[config.mk]
export PLATFORM = sky130hd
export DESIGN_NAME = regfile_wb_queue
export DESIGN_NICKNAME = d
export VERILOG_FILES = /design/src/rtl/regfile_wb_queue.sv
export SDC_FILE = /design/constraint.sdc
export NUM_CORES = 1
export LEC_CHECK = 0
export BUFFER_PORTS_ARGS = -buffer_cell sky130_fd_sc_hd__buf_2
export CORE_ASPECT_RATIO = 1.4
export CORE_MARGIN = 4
export CORE_UTILIZATION = 50
export CTS_CLUSTER_DIAMETER = 30
export DETAILED_ROUTE_END_ITERATION = 6
export GPL_TIMING_DRIVEN = 1
export PLACE_DENSITY = 0.7
export SYNTH_ARGS = -nofsm -noshare
export SYNTH_HDL_FRONTEND = slang
export SYNTH_SLANG_ARGS = --single-unit
[constraint.sdc]
create_clock -name clk -period 3.05 [get_ports clk]
set_input_delay 0.4575 -clock clk [delete_from_list [all_inputs] [get_ports clk]]
set_output_delay 0.4575 -clock clk [all_outputs]
set_load 0.005 [all_outputs]
[src/rtl/regfile_wb_queue.sv]
// Write-back queue for the register file: buffers write requests, drains them
// with a setup cycle before each regwrite strobe, and forwards pending data to two read lookups.
module regfile_wb_queue #(
   parameter int unsigned DEPTH = 4,
   parameter int unsigned AW    = 5,
   parameter int unsigned DW    = 32
) (
   input  logic                     clk,
   input  logic                     reset,
   input  logic                     in_valid,
   output logic                     in_ready,
   input  logic [AW-1:0]            in_addr,
   input  logic [DW-1:0]            in_data,
   output logic                     regwrite,
   output logic [AW-1:0]            writer,
   output logic [DW-1:0]            writedata,
   input  logic [AW-1:0]            r1,
   input  logic [AW-1:0]            r2,
   output logic                     fwd1_hit,
   output logic [DW-1:0]            fwd1_data,
   output logic                     fwd2_hit,
   output logic [DW-1:0]            fwd2_data,
   output logic [$clog2(DEPTH):0]   count,
   output logic                     empty
);

   localparam int unsigned PW = $clog2(DEPTH);
   localparam int unsigned CW = PW + 1;

   typedef enum logic [1:0] {
      IDLE   = 2'd0,
      SETUP  = 2'd1,
      STROBE = 2'd2
   } state_t;

   state_t          state_q, state_d;
   logic [PW-1:0]   head, tail;
   logic [PW-1:0]   load_ptr;
   logic            load;
   logic            push, pop;
   logic [AW-1:0]   mem_addr [DEPTH];
   logic [DW-1:0]   mem_data [DEPTH];

   // Register 0 requests complete the handshake but are never stored.
   assign in_ready = (count < CW'(DEPTH));
   assign empty    = (count == '0);
   assign push     = in_valid && in_ready && (in_addr != '0);
   assign pop      = (state_q == STROBE);

   // Drain sequencing; load selects the entry presented during the next SETUP.
   always_comb begin
      state_d  = state_q;
      load     = 1'b0;
      load_ptr = head;
      case (state_q)
         IDLE: begin
            if (count != '0) begin
               state_d = SETUP;
               load    = 1'b1;
            end
         end
         SETUP: begin
            state_d = STROBE;
         end
         STROBE: begin
            if (count > CW'(1)) begin
               state_d  = SETUP;
               load     = 1'b1;
               load_ptr = head + PW'(1);
            end else begin
               state_d = IDLE;
            end
         end
         default: begin
            state_d = IDLE;
         end
      endcase
   end

   always_ff @(posedge clk or negedge reset) begin
      if (!reset) begin
         state_q   <= IDLE;
         head      <= '0;
         tail      <= '0;
         count     <= '0;
         regwrite  <= 1'b0;
         writer    <= '0;
         writedata <= '0;
      end else begin
         state_q  <= state_d;
         regwrite <= (state_d == STROBE);
         if (load) begin
            writer    <= mem_addr[load_ptr];
            writedata <= mem_data[load_ptr];
         end
         if (push) begin
            tail <= tail + PW'(1);
         end
         if (pop) begin
            head <= head + PW'(1);
         end
         count <= count + CW'(push) - CW'(pop);
      end
   end

   // Storage needs no reset: only entries between head and head+count are ever read.
   always_ff @(posedge clk) begin
      if (push) begin
         mem_addr[tail] <= in_addr;
         mem_data[tail] <= in_data;
      end
   end

   // Scan oldest to newest so the newest matching entry overrides older ones.
   always_comb begin
      logic [PW-1:0] idx;
      idx       = '0;
      fwd1_hit  = 1'b0;
      fwd1_data = '0;
      fwd2_hit  = 1'b0;
      fwd2_data = '0;
      for (int unsigned i = 0; i < DEPTH; i++) begin
         idx = head + PW'(i);
         if (CW'(i) < count) begin
            if ((r1 != '0) && (mem_addr[idx] == r1)) begin
               fwd1_hit  = 1'b1;
               fwd1_data = mem_data[idx];
            end
            if ((r2 != '0) && (mem_addr[idx] == r2)) begin
               fwd2_hit  = 1'b1;
               fwd2_data = mem_data[idx];
            end
         end
      end
   end

endmodule

# Yosys cells after proc, flatten, opt, wreduce, memory -nomap -nowiden
# Memories as Yosys holds them, arrays and structs flattened. A register that Yosys moved wholly into a read port is not among the register bits.
# Cells that the tools add are included.
classes:
  add_sub_neg: 6
  magnitude_cmp: 6
  n_eq_ne: 11
  mux: 42
  n_reduce_logical: 18
ops:
  columns: ["op", "n"]
  rows:
  - ["2-to-1 mux 32 bit", 16]
  - ["equality test 5 bit", 8]
  - ["2-to-1 mux 1 bit", 21]
  - ["nonzero test 5 bit", 3]
  - ["logical AND 1 bit", 10]
  - ["< comparator 1 x 3 -> 1 bit, first input constant", 2]
  - ["< comparator 2 x 3 -> 1 bit, first input constant", 2]
  - ["2-to-1 mux 2 bit", 3]
  - ["case mux 2 bit (3 select lines)", 1]
  - ["adder 2 x 1 -> 2 bit, second input constant", 2]
  - ["adder 2 bit, second input constant", 2]
  - ["equality test 2 bit, second input constant", 2]
  - ["adder 3 x 1 -> 3 bit", 1]
  - ["greater-than comparator 3 x 1 -> 1 bit, second input constant", 1]
  - ["zero test 3 bit", 1]
  - ["< comparator 3 bit, second input constant", 1]
  - ["nonzero test 3 bit", 1]
  - ["subtractor 3 x 1 -> 3 bit", 1]
  - ["equality test 2 x 1 -> 1 bit, second input constant", 1]
  - ["zero test 1 bit", 2]
  - ["zero test 2 bit", 1]
  - ["case mux 1 bit (2 select lines)", 1]
word_totals:
  regBits: 10
  mem_bits_rw: 148
  inputBits: 50
  out_inout_bits: 109
  word_cells: 90
  mem_count: 2
mem_list:
  columns: ["memory", "depth", "width", "rd", "rd_clocked_by_memory_dff", "write_ports", "line_no", "text"]
  rows:
  - ["mem_data", 4, 32, 5, 1, 1, "42", "logic [DW-1:0] mem_data [DEPTH];"]
  - ["mem_addr", 4, 5, 5, 1, 1, "41", "logic [AW-1:0] mem_addr [DEPTH];"]

# Depth between registers and ports, before layout
# An unclocked memory read counts as a cell.
logic_depth:
  word_depth: 11
  ltp_mapped: 11
  ltp_nobuf: 9

# Least setup slack after synthesis
# OpenSTA, ideal clock, no wires.
synth_timing:
  path_type: "register -> output"
  start: "register head[0]"
  end: "output port fwd2_data[10]"
  arrival_time_ns: 2.419
  required_ns: 2.592
  slack_ns: 0.174
  stages_incl_launch_ff: 9
  n_path_buf: 5
  path_cell_list: "dfrtp_1 > buf_6 > buf_12 > buf_8 > buf_2 > clkbuf_1 > mux4_2 > a221oi_1 > o22ai_1"
synth_via:
  elab_chain_len: 11
  word_cells_on_any_way: 21
  cone_classes: "add/sub (3); eq/ne (4); mux (8); reduce/logical (4); memory (2)"
synth_lines:
  columns: ["element", "line_no", "text"]
  rows:
  - ["start, declared", "37", "logic [PW-1:0] head, tail;"]
  - ["start signal, assigned", "100", "head <= head + PW'(1);"]
  - ["parallel branches: the longest is 10 deep, another holds memory (4 x 5 bit)", null, null]
  - ["2-to-1 mux 32 bit (*)", "124", "if (CW'(i) < count) begin"]
  - ["end, declared", "22", "output logic [DW-1:0] fwd2_data,"]
# Every way passes the cells marked *.

# Worst setup path in the final report
layout_timing:
  start: "register head[0]"
  end: "output port fwd1_data[5]"
layout_via:
  elab_chain_len: 11
  word_cells_on_any_way: 21
  cone_classes: "add/sub (3); eq/ne (4); mux (8); reduce/logical (4); memory (2)"
layout_lines:
  columns: ["element", "line_no", "text"]
  rows:
  - ["parallel branches: the longest is 10 deep, another holds memory (4 x 5 bit)", null, null]
  - ["2-to-1 mux 32 bit (*)", "124", null]
  - ["end, declared", "20", "output logic [DW-1:0] fwd1_data,"]
# Marks and branches as above.

==> reports/qor.csv <==
stage;metric;value;unit
status;failing checks;design-rule violations, negative setup slack;
sta;worst slew pin tran;1040;ps
clock_network;clock buffer count from CTS;17;
sta;RSZ-0062 raised after global routing;yes;
worst_setup_path;crit path cell chain;buf_4, buf_6, buf_16, mux2_2, o21ai_0, mux2_4, a31oi_4, buf_2;
clock_network;H-tree Lvls;4;
power;sequential share of power;21.2;%
clock_network;Worst-path clk slew;70;ps
layout;fin nets;1310;
worst_setup_path;largest delay contributor family on the critical path;buffers and inverters;
worst_setup_path;CP peak stage delay;790;ps
sta;Final WS setup;-958;ps
worst_setup_path;critical path launch point type;register;
worst_setup_path;crit end category;primary output;
die;Core Footprint;26100;sq um
sta;Hold WS;174;ps
route;Final ANT Viol Nets;0;
power;clock network power share;11.9;%
route;vias;11604;
grt;total gr overflow;0;
synthesis;Yosys top cell area share;33.6;%
grt;vias in the first global route;11499;
power;P_int;10600;uW
die;I/O pins;159;
die;Rows;70;
clock_network;CTS tree;yes;
grt;largest net degree at the start of global routing;96;
clock_network;Skew-Pair Late Insertion Delay;450;ps
synthesis;Post-Synthesis Cells;1029;
synthesis;asr flop ratio synth;23.7;%
placed_design;DP Worst Slack;-476;ps
sta;Slew HR;30.6;%
placed_design;Port Buffers;158;
route;drt drc;6;
power;combinational power share;66.9;%
synthesis;EDFF count, synth;148;
synthesis;ranking of synthesized cells by area;edfxtp_1 34%, mux4_2 19%, dfrtp_1 8.7%;
sta;Period minus WS final;4010;ps
clock_network;cts hold-fix bufs;0;
clock_network;clk buf depth;2;
route;Via-to-Cell Ratio;7.30;
sta;maximum clock frequency;250;MHz
die;initial core utilization;50.7;%
power;Pleak;0.00672;uW
job;max_cap viols;0;
sta;Layout Skew;11.9;ps
synthesis;Synth Flop Type;edfxtp_1;
synthesis;synth warn;0;
sta;Final Slew Violations;0;
grt;GR Util All Layers;30.2;%
layout;area added between synthesis and finish;37.1;%
route;final WL;48.5;mm
layout;# fillers;1619;
worst_setup_path;CP max stage cell;o21ai_0;
synthesis;Avg Inst Size Synth;12.9;sq um
sta;# setup viols final;66;
clock_network;clk sinks;194;
synthesis;Synth cell types;51;
placed_design;global placement routability congestion;0.925;
route;1st-iter DRT viols;1486;
worst_hold_path;Hold/Removal Path Class;in -> async;
worst_setup_path;crit path kind;reg -> out;
synthesis;cell area after synthesis;13200;sq um
route;drt first pass iters;7;
die;DIE HEIGHT;200;microns
die;die area;29200;sq um
worst_setup_path;Worst Path Required;2590;ps
route;routed wire length per instance;30.5;microns
placed_design;DPL Wire Length;25.3;mm
die;Die X;145;microns
layout;share of cells above drive strength 1;59.3;%
synthesis;Seq/Total Area, Yosys;42.3;%
power;Switching Power;8050;uW
power;PwrDens;1030;nW/um^2
grt;first-pass GRT wire length;67.9;mm
synthesis;area leader, netlist;edfxtp_1;
grt;initial antenna violation count;4;
clock_network;CTS Root Buffer Type;clkbuf_16;
worst_setup_path;CP Buf/Inv Count;4;
sta;period utilization;131;%
synthesis;syn_nets;1088;
worst_setup_path;Worst Path Arrival;3550;ps
sta;Final Hold Fails;0;
worst_setup_path;Max Fanout on Critical Path;38;
synthesis;flops & latches, synth;194;
status;outcome;finished with violations;
power;Peak VDD IR;0.968;mV
power;Sw Share;43.1;%
[power by group through the flow]
stage               registers [uW]  logic, uW  clock network, uW
finish                        3960      12500               2220
global route                  4020      13100               2350
CTS                           3910      11400               2220
detailed placement            4020       9680                  0
global placement              3990       9560                  0
floorplan                     3870       6600                  0
[worst paths after layout]
| path | start | end | slack, ps | cells past startpoint |
|---|---|---|---|---|
| max | head[0] | fwd1_data[5] | -960 | 8 |
| min | reset | writedata[4] | 170 | 1 |
| max reg2reg | count[1] | writedata[4] | 330 | 8 |
| min reg2reg | writer[1] | writer[1] | 500 | 1 |
| max in group asynchronous | reset | writedata[11] | 2080 | 2 |
| min in group clk | in_data[25] | mem_data[1][25] | 220 | 1 |
[state kept, by name, indices dropped and copies added (netlist names), 2 cells and up]
register,flops
writer,5
mem_data,128
tail,2
writedata,32
count,3
mem_addr,20
head,2
[worst register-to-register path: stages (launching register included)]
cell and delay, ps:
dfrtp_1 390, inv_1 60, ha_1 300, buf_4 200, nor2_1 270, xnor2_4 170, buf_4 320, mux4_2 610
mux2_2 290
[per-stage QoR]
stage	cells	instance area, sq um	TNS, ps	total power (uW)	utilization [%]
floorplan	1029	13200	0	10500	-
global placement	1498	15000	-22340	13600	57.4
detailed placement	1498	15000	-22600	13700	57.4
CTS	1573	17400	-38530	17500	66.6
global route	1590	18100	-48560	19500	69.5
finish	1590	18100	-44740	18700	69.5
[area by class of cell]
class / instances / area (sq um) / area share (%)
multi-input cells: 719 / 8640 / 47.7
flip-flops and latches: 194 / 5600 / 30.9
repair buffers: 307 / 2860 / 15.8
clock buffers: 18 / 439 / 2.42
well taps: 324 / 405 / 2.24
clock inverters: 14 / 128 / 0.704
inverters: 12 / 45.0 / 0.248
diodes: 2 / 5.00 / 0.0276
[synthesized netlist by cell type (30+ instances only)]
cell type	instances
o21ai_0	57
clkbuf_1	52
edfxtp_1	148
a21oi_1	34
o22ai_1	31
nand3_1	36
nand2_1	75
mux2_4	30
nor2_1	39
mux2_2	71
dfrtp_1	46
mux4_2	112
mux2i_1	33
a221oi_1	31
nor3_1	34
[layer usage]
metal / part of all wire, % / routed length, microns / GRT usage, %
met1: 32 / 15600 / 36.6
met2: 48 / 23300 / 50.0
met3: 11 / 5470 / 6.12
met4: 8.4 / 4060 / 17.9
met5: 0.083 / 40 / 0
[placed cells by master (no fill, tap or decap), types with 6 or more instances in the layout]
master and instances:
mux2_4 30, inv_6 6, o22ai_2 24, buf_16 16, dfrtp_1 44, a221oi_4 22
mux2_2 71, o21ai_1 7, a21oi_1 33, nor2_1 37, nor3_1 29, nand3_4 7
o21ai_2 19, buf_4 70, o21ai_0 37, nand3_1 7, a221oi_2 9, buf_12 33
inv_1 11, mux2i_1 32, ha_1 8, xnor2_2 9, nand2_1 70, clkbuf_16 20
xnor2_1 20, buf_6 21, edfxtp_1 148, mux4_2 121, a31oi_4 24, nand3_2 22
xor2_1 10, buf_2 157
[cells by family (layout without fill, tap and decap cells)]
group	count (synthesis)	count (layout)	share of synthesized area, %
flops	194	194	42.3
other cells	0	2	0
fa+ha+maj	9	9	0.908
xor+xnor	44	44	2.97
simple gates	212	212	7.42
buf+inv	116	351	4.26
compound gates	199	199	9.35
mux	255	255	32.8
[timing repair]
item,in CTS,in global routing
setup endpoints to repair,66,66
buffers inserted,27,13
resized for setup,223,95
cloned,17,3
hold endpoints to repair,0,0
pin swaps,61,31
(Power assumes the default switching activity.)
